==> src/rtl/br_checkpoint_queue.sv <==
// Checkpoint queue for in-flight conditional branches: holds prediction state until
// execution resolves the branch, then issues PHT updates and history recovery.
module br_checkpoint_queue #(
  parameter int ENTRY_NUM       = 16,
  parameter int HIST_WIDTH      = 10,
  parameter int PHT_INDEX_WIDTH = 11,
  parameter int PHT_ENTRY_WIDTH = 2
) (
  input  logic                          clk,
  input  logic                          rst,
  input  logic                          allocValid,
  input  logic [HIST_WIDTH-1:0]         allocHistory,
  input  logic [PHT_INDEX_WIDTH-1:0]    allocPhtIndex,
  input  logic [PHT_ENTRY_WIDTH-1:0]    allocPhtPrev,
  input  logic                          allocPredTaken,
  output logic                          allocReady,
  output logic [$clog2(ENTRY_NUM)-1:0]  allocTag,
  input  logic                          resolveValid,
  input  logic [$clog2(ENTRY_NUM)-1:0]  resolveTag,
  input  logic                          resolveTaken,
  output logic                          brResultValid,
  output logic [PHT_INDEX_WIDTH-1:0]    brResultPhtIndex,
  output logic [PHT_ENTRY_WIDTH-1:0]    brResultPhtPrevValue,
  output logic                          brResultExecTaken,
  output logic                          brResultMispred,
  output logic                          recoverBrHistory,
  output logic [HIST_WIDTH-1:0]         recoveredBrHistory,
  input  logic                          commitValid,
  output logic [$clog2(ENTRY_NUM):0]    count
);

  localparam int TAG_W = $clog2(ENTRY_NUM);
  localparam logic [TAG_W:0] FULL_CNT = (TAG_W+1)'(ENTRY_NUM);

  logic [ENTRY_NUM-1:0]       entValid;
  logic [ENTRY_NUM-1:0]       entResolved;
  logic [HIST_WIDTH-1:0]      entHist  [ENTRY_NUM];
  logic [PHT_INDEX_WIDTH-1:0] entIdx   [ENTRY_NUM];
  logic [PHT_ENTRY_WIDTH-1:0] entPrev  [ENTRY_NUM];
  logic [ENTRY_NUM-1:0]       entPred;

  logic [TAG_W-1:0] headPtr;
  logic [TAG_W-1:0] tailPtr;
  logic             resolveHit;
  logic             resolveMis;
  logic             allocAcc;
  logic             commitAcc;
  logic [TAG_W-1:0] keepDist;

  // Position of an entry relative to the head; larger means younger.
  function automatic logic [TAG_W-1:0] ageOf(input logic [TAG_W-1:0] idx,
                                             input logic [TAG_W-1:0] head);
    return idx - head;
  endfunction

  always_comb begin
    resolveHit = resolveValid && entValid[resolveTag] && !entResolved[resolveTag];
    resolveMis = resolveHit && (resolveTaken != entPred[resolveTag]);
    allocReady = (count < FULL_CNT) && !resolveMis;
    allocAcc   = allocValid && allocReady;
    commitAcc  = commitValid && (count != '0) && entResolved[headPtr];
    keepDist   = ageOf(resolveTag, headPtr);
  end

  assign allocTag = tailPtr;

  // Stage p0 -> p1: queue bookkeeping and registered predictor requests
  always_ff @(posedge clk or posedge rst) begin
    if (rst) begin
      headPtr              <= '0;
      tailPtr              <= '0;
      count                <= '0;
      entValid             <= '0;
      entResolved          <= '0;
      brResultValid        <= 1'b0;
      brResultPhtIndex     <= '0;
      brResultPhtPrevValue <= '0;
      brResultExecTaken    <= 1'b0;
      brResultMispred      <= 1'b0;
      recoverBrHistory     <= 1'b0;
      recoveredBrHistory   <= '0;
    end else begin
      brResultValid    <= resolveHit;
      brResultMispred  <= resolveMis;
      recoverBrHistory <= resolveMis;
      if (resolveHit) begin
        brResultPhtIndex     <= entIdx[resolveTag];
        brResultPhtPrevValue <= entPrev[resolveTag];
        brResultExecTaken    <= resolveTaken;
        entResolved[resolveTag] <= 1'b1;
      end
      if (resolveMis)
        recoveredBrHistory <= {entHist[resolveTag][HIST_WIDTH-2:0], resolveTaken};
      if (commitAcc) begin
        headPtr               <= headPtr + TAG_W'(1);
        entValid[headPtr]     <= 1'b0;
        entResolved[headPtr]  <= 1'b0;
      end
      if (resolveMis) begin
        // Everything younger than the mispredicted branch is on the wrong path.
        for (int i = 0; i < ENTRY_NUM; i++) begin
          if (ageOf(TAG_W'(i), headPtr) > keepDist) begin
            entValid[i]    <= 1'b0;
            entResolved[i] <= 1'b0;
          end
        end
        tailPtr <= resolveTag + TAG_W'(1);
        count   <= {1'b0, keepDist} + (TAG_W+1)'(1) - (TAG_W+1)'(commitAcc);
      end else begin
        if (allocAcc) begin
          entValid[tailPtr]    <= 1'b1;
          entResolved[tailPtr] <= 1'b0;
          tailPtr              <= tailPtr + TAG_W'(1);
        end
        count <= count + (TAG_W+1)'(allocAcc) - (TAG_W+1)'(commitAcc);
      end
    end
  end

  always_ff @(posedge clk) begin
    if (allocAcc) begin
      entHist[tailPtr] <= allocHistory;
      entIdx[tailPtr]  <= allocPhtIndex;
      entPrev[tailPtr] <= allocPhtPrev;
      entPred[tailPtr] <= allocPredTaken;
    end
  end

endmodule
==> config.mk <==
export PLATFORM = sky130hd
export DESIGN_NAME = br_checkpoint_queue
export DESIGN_NICKNAME = d
export VERILOG_FILES = /design/src/rtl/br_checkpoint_queue.sv
export SDC_FILE = /design/constraint.sdc
export NUM_CORES = 1
export LEC_CHECK = 0
export BUFFER_PORTS_ARGS = -buffer_cell sky130_fd_sc_hd__buf_2
export CORE_MARGIN = 1
export CORE_UTILIZATION = 56
export DETAILED_ROUTE_END_ITERATION = 10
export GPL_TIMING_DRIVEN = 0
export PLACE_DENSITY = 0.76
export SLEW_MARGIN = 20
export SYNTH_ARGS = -nofsm -noshare
export SYNTH_HDL_FRONTEND = slang
export SYNTH_SLANG_ARGS = --single-unit
==> constraint.sdc <==
create_clock -name clk -period 4.5 [get_ports clk]
set_clock_uncertainty 0.2 [all_clocks]
set_input_delay 1.35 -clock clk [delete_from_list [all_inputs] [get_ports clk]]
set_output_delay 1.35 -clock clk [all_outputs]
set_load 0.005 [all_outputs]
# [Word level (Yosys, flattened, before mapping)]
# Memory sizes are Yosys's and may differ from the RTL's. A register that Yosys moved wholly into a read port is not among the register bits.
# Index checks and enable logic that the tools add are counted.
[totals] wordCells=141 input_bits=34 n_memories=3 romBits=0 out_inout_bits=37 mem_bits_rw=368 latchBits=0 ff_bits=74
[mem_list] name="entIdx" words=16 word_bits=11 read_ports=1 rd_clocked_by_memory_dff=1 wr=1 line_no="38" source="logic [PHT_INDEX_WIDTH-1:0] entIdx [ENTRY_NUM];"
[mem_list] name="entHist" words=16 word_bits=10 read_ports=1 rd_clocked_by_memory_dff=1 wr=1 line_no="37" source="logic [HIST_WIDTH-1:0] entHist [ENTRY_NUM];"
[mem_list] name="entPrev" words=16 word_bits=2 read_ports=1 rd_clocked_by_memory_dff=1 wr=1 line_no="39" source="logic [PHT_ENTRY_WIDTH-1:0] entPrev [ENTRY_NUM];"
[classes] n_mul=0 magnitude_cmp=23 addsub=24 muxes=59 n_eq_ne=1 bitwise=7 shifts=0 n_reduce_logical=14 n_div=0
[ops] cell="16-bit 2-to-1 mux" count=7
[ops] cell="4-bit > comparator" count=16
[ops] cell="16-bit AND" count=3
[ops] cell="1-bit 2-to-1 mux" count=41
[ops] cell="16-bit NOT" count=2
[ops] cell="16-bit OR" count=2
[ops] cell="4-bit subtractor (first input constant)" count=8
[ops] cell="1-bit binary-select mux with 4-bit select" count=4
[ops] cell="16-bit bitwise mux" count=1
[ops] cell="3-bit by 4-bit subtractor with 4-bit output (first input constant)" count=4
[ops] cell="4-bit by 5-bit less-than comparator with 1-bit output (second input constant)" count=3
[ops] cell="4-bit by 1-bit adder with 4-bit output (second input constant)" count=3
[ops] cell="1-bit demux with 4-bit select" count=3
[ops] cell="4-bit by 1-bit >= comparator with 1-bit output (second input constant)" count=3
[ops] cell="1-bit logical AND" count=10
[ops] cell="5-bit by 1-bit subtractor with 5-bit output" count=2
[ops] cell="4-bit 2-to-1 mux" count=2
[ops] cell="1-bit by 4-bit subtractor with 4-bit output (first input constant)" count=2
[ops] cell="2-bit by 4-bit subtractor with 4-bit output (first input constant)" count=2
[ops] cell="4-bit by 1-bit adder with 5-bit output (second input constant)" count=1
[ops] cell="5-bit by 1-bit adder with 5-bit output" count=1
[ops] cell="5-bit less-than comparator (second input constant)" count=1
[ops] cell="5-bit 2-to-1 mux" count=1
[ops] cell="5-bit nonzero test" count=1
[ops] cell="4 further kinds" count=5

# [Depth between registers and ports, before layout]
[depth] depth_word=11 ltp_mapped=22 depth_no_buf=18

# [Worst setup path after synthesis]
# No wires, ideal clock.
[synth_timing] path_kind="input-to-reg" from="input resolveTag[3]" to="memory entHist[3][0], enable pin" slack_ns=-0.695 stages=10 required_ns=3.868 t_arrival_ns=4.563 path_cell_list="buf_4 -> buf_6 -> mux2i_1 -> mux4_2 -> mux2i_4 -> xor2_2 -> nand2_2 -> inv_4 -> buf_6 -> nor3_1"
[synth_via] elab_chain_cells=10 elab_cells_between_ends=16 classes_between="1 x eq/ne; 8 x mux; 7 x reduce/logical"
[synth_lines] element="start: declaration" line_no="19" source="input logic [$clog2(ENTRY_NUM)-1:0] resolveTag,"
[synth_lines] element="1-bit binary-select mux with 4-bit select" line_no="57" source="resolveHit = resolveValid && entValid[resolveTag] && !entResolved[resolveTag];"
[synth_lines] element="1-bit 2-to-1 mux (not written as such)" line_no="57"
[synth_lines] element="1-bit logical AND / 1-bit zero test (equally long branches)" line_no="57"
[synth_lines] element="1-bit logical AND" line_no="57"
[synth_lines] element="1-bit logical AND *" line_no="58" source="resolveMis = resolveHit && (resolveTaken != entPred[resolveTag]);"
[synth_lines] element="via resolveMis" line_no="45" source="logic resolveMis;"
[synth_lines] element="1-bit zero test *" line_no="59" source="allocReady = (count < FULL_CNT) && !resolveMis;"
[synth_lines] element="1-bit logical AND *" line_no="59"
[synth_lines] element="1-bit logical AND *" line_no="60" source="allocAcc = allocValid && allocReady;"
[synth_lines] element="1-bit 2-to-1 mux *" line_no="121" source="if (allocAcc) begin"
[synth_lines] element="1-bit 2-to-1 mux (not written as such) *" line_no="122" source="entHist[tailPtr] <= allocHistory;"
[synth_lines] element="end: declaration" line_no="37"
# Mark *: on every way through the listed nets, which the timed path passes. The rest lies on a longest branch. The select of a mux whose other input is x is not followed.

# [Final worst setup path]
[layout_timing] from="input resolveTag[3]" to="output allocReady"
[layout_via] elab_chain_cells=7 elab_cells_between_ends=13 classes_between="1 x eq/ne; 6 x mux; 6 x reduce/logical"
[layout_lines] element="1-bit binary-select mux with 4-bit select" line_no="57"
[layout_lines] element="1-bit 2-to-1 mux (not written as such)" line_no="57"
[layout_lines] element="1-bit logical AND / 1-bit zero test (equally long branches)" line_no="57"
[layout_lines] element="1-bit logical AND" line_no="57"
[layout_lines] element="1-bit logical AND *" line_no="58"
[layout_lines] element="1-bit zero test *" line_no="59"
[layout_lines] element="1-bit logical AND *" line_no="59"
[layout_lines] element="end: declaration" line_no="16" source="output logic allocReady,"
# Mark *: on every way between the ends. The rest lies on a longest branch, timed or not. The select of a mux whose other input is x is not followed.

==> qor.yml <==
grtUsageTotal_pct: 27.7
dieArea_um2: 34700
syn-cell-area_um2: 19000
critPathMaxFanout: 5
cts-htree-levels: 2
hold_class: "reg2reg"
routedWlPerCell_um: 28.0
grt_util_met1_pct: 38.4
ir_drop_mv: 0.375
ys_async_sr_fraction_pct: 16.2
die_x_um: 186
synth_simple_gate_area_share_pct: 3.63
via_count: 10796
instances_no_fill: 1684
path_clk_slew_ns: 0.06
ys_seq_elements: 439
yosys.cell_types.count: 66
grt_pass1_vias: 11050
num_rows: 67
hold_viol: 0
coreArea_um2: 33500
area_growth_pct: 16.9
die_h_um: 186
min_period_ns: 4.65
cts_tree: "done"
grt.busiest_layer: "met2"
yosysSeqAreaShare_pct: 67.4
dpl.hpwl_um: 30900
start_kind: "input pin"
grt-ovfl-total: 0
drv_slew: 0
drv_cap: 0
syn_avg_cell_area_um2: 18.1
start_util_pct: 56.8
num_antenna_cells: 0
worstSkewPairLatency_ns: 0.55
grt_use_met3_pct: 4.55
ant_nets: 0
hold_depth: 1
cp.required_ns: 2.95
antenna_found_initial: 2
layout_setup_ws_ns: -0.152
nFillCells: 2237
synth_compound_area_share_pct: 4.86
ios: 71
violations: "setup timing"
synth-xor-area-share_pct: 1.18
dr.first_iter.drc_count: 1116
drt-pass1-iter-count: 5
arrival_ns: 3.10
muxShareOfSynthArea_pct: 16.8
clock-sinks: 439
use_met2_pct: 45.6
powerDensity_nw_per_um2: 562
yosysWarningCount: 0
synthTopCellsByArea: "edfxtp_1, mux4_2, dfrtp_1"
crit_type: "in2out"
synth_top_cell_area_share_pct: 58.0
clock.fmax_ghz: 0.215
drc: 0
final_area_um2: 22200
place_ws_ns: -1.25
synth-adder-area-share_pct: 3.86
synthFlopType: "edfxtp_1"
synth_area_leader_cell: "edfxtp_1"
max-slew-margin-rel_pct: 29.6
synth_cells: 1052
via_per_inst: 6.41
rr_worst_depth: 16
fin_util_pct: 66.3
cp-end-kind: "primary output"
min_period_over_period_pct: 103
placed_area_um2: 20500
cts_buffer_depth: 3
outcome: "finished with violations"
gp_congestion: 0.975
finalSetupViolCount: 1
worstMarginPinSlew_ns: 1.06
numCtsBuffers: 44
synth_edf_count: 368
cts_root_buf: "clkbuf_16"
grt_start_max_net_pins: 52
grt_pass1_wl_um: 70300
power_leakage_uw: 0.00798
drive_above_1_share_pct: 31.5
synth.net_count: 1143
synth_top_family_by_area: "multiplexers"
wl_um: 47200
placedCellCount: 1593
io_buffers: 68
rsz0062_at_grt: "true"
layout.nets: 1293
layout make-up:
class                   instances  area, µm²  share of cell area, %
inverters                      43        175                  0.787
plain buffers                  53        345                   1.55
well taps                     448        561                   2.52
clock inverters                27        205                  0.922
flip-flops and latches        439      12800                   57.7
multi-input cells             513       6000                   27.0
repair buffers                108        952                   4.28
clock buffers                  53       1190                   5.33
kinds of logic (layout without fill, tap and decap cells):
| group | count (synthesis) | after routing |
|---|---|---|
| DFF | 439 | 439 |
| muxes | 169 | 169 |
| AOI/OAI and AO/OA | 132 | 132 |
| and+or+nand+nor | 131 | 131 |
| buffers and inverters | 100 | 284 |
| adders and majority gates | 57 | 57 |
| xor gates and xnor gates | 24 | 24 |
placed cells by master (no fill, tap or decap), types with 12 or more instances in the layout:
master | Yosys | routed
inv_1 | 41 | 39
mux2_2 | 22 | 22
buf_4 | 3 | 19
nor2_1 | 23 | 12
buf_6 | 3 | 12
a21oi_1 | 32 | 32
clkbuf_16 | 0 | 46
a21o_1 | 16 | 16
nand2_1 | 33 | 33
mux2i_1 | 26 | 25
and3_1 | 16 | 16
dfrtp_1 | 71 | 71
xnor2_1 | 15 | 15
buf_2 | 18 | 78
clkbuf_1 | 26 | 24
ha_1 | 54 | 54
edfxtp_1 | 368 | 368
mux4_2 | 117 | 117
metal layers:
| metal | share of wire [%] | vias to the layer above |
|---|---|---|
| met3 | 7.9 | 98 |
| met2 | 49 | 567 |
| li1 | - | 4543 |
| met5 | 0.057 | - |
| met4 | 3.0 | 4 |
| met1 | 40 | 5584 |
Yosys cell counts (18+ instances only):
master    count
ha_1         54
edfxtp_1    368
clkbuf_1     26
nor2_1       23
dfrtp_1      71
mux2_2       22
inv_1        41
mux4_2      117
mux2i_1      26
a21oi_1      32
nand2_1      33
buf_2        18
report_power, final:
part	internal, µW	switching (µW)	total, µW	leakage, µW
clock network	2000	1540	3550	0.000673
logic	1600	2180	3780	0.00311
registers	4910	272	5180	0.00420
total	8510	4000	12500	0.00798
worst max-delay path: stages:
cell and delay [ns]:
buf_12 0.12, buf_12 0.13, mux2i_1 0.11, mux4_2 0.51, mux2i_4 0.29, xor2_4 0.25
nand2_4 0.10, inv_8 0.07, nor2_2 0.03, buf_2 0.13
sequential cells by signal, summed over array words and instances (netlist names), 2 cells and up:
| register | cells |
|---|---|
| recoveredBrHistory | 10 |
| entHist | 144 |
| brResultPhtIndex | 11 |
| entPrev | 32 |
| entValid | 16 |
| count | 5 |
| entResolved | 16 |
| entIdx | 176 |
| brResultPhtPrevValue | 2 |
| entPred | 16 |
| allocTag | 4 |
| headPtr | 4 |
through the flow:
step	TNS, ns	power, µW	hold slack, ns
global placement	-845.80	8640	0.259
CTS	-0.150	12500	0.277
detailed placement	-179.58	8870	0.264
global route	-0.302	13100	0.313
floorplan	-88.26	7670	0.273
finish	-0.152	12500	0.277
path summary, 6_finish.rpt:
check	startpoint	to	slack (ns)
worst max-delay path	resolveTag[3]	allocReady	-0.15
worst min-delay path	brResultExecTaken$_DFFE_PP0N_	brResultExecTaken$_DFFE_PP0N_	0.28
worst max register to register	count[4]$_DFF_PP0_	count[4]$_DFF_PP0_	0.12
worst min register to register	brResultExecTaken$_DFFE_PP0N_	brResultExecTaken$_DFFE_PP0N_	0.28
max in group asynchronous	rst	brResultPhtIndex[9]$_DFFE_PP0N_	2.90
min in group asynchronous	rst	allocTag[2]$_DFFE_PP0P_	0.58
timing repair:
action,in CTS,in global routing
setup buffers,7,6
cloned,2,0
setup endpoints to repair,79,19
hold buffers,0,0
hold endpoints to repair,0,0
resized for setup,44,8
pin swaps,6,5
Note: power is estimated with default switching activity, not from simulation.
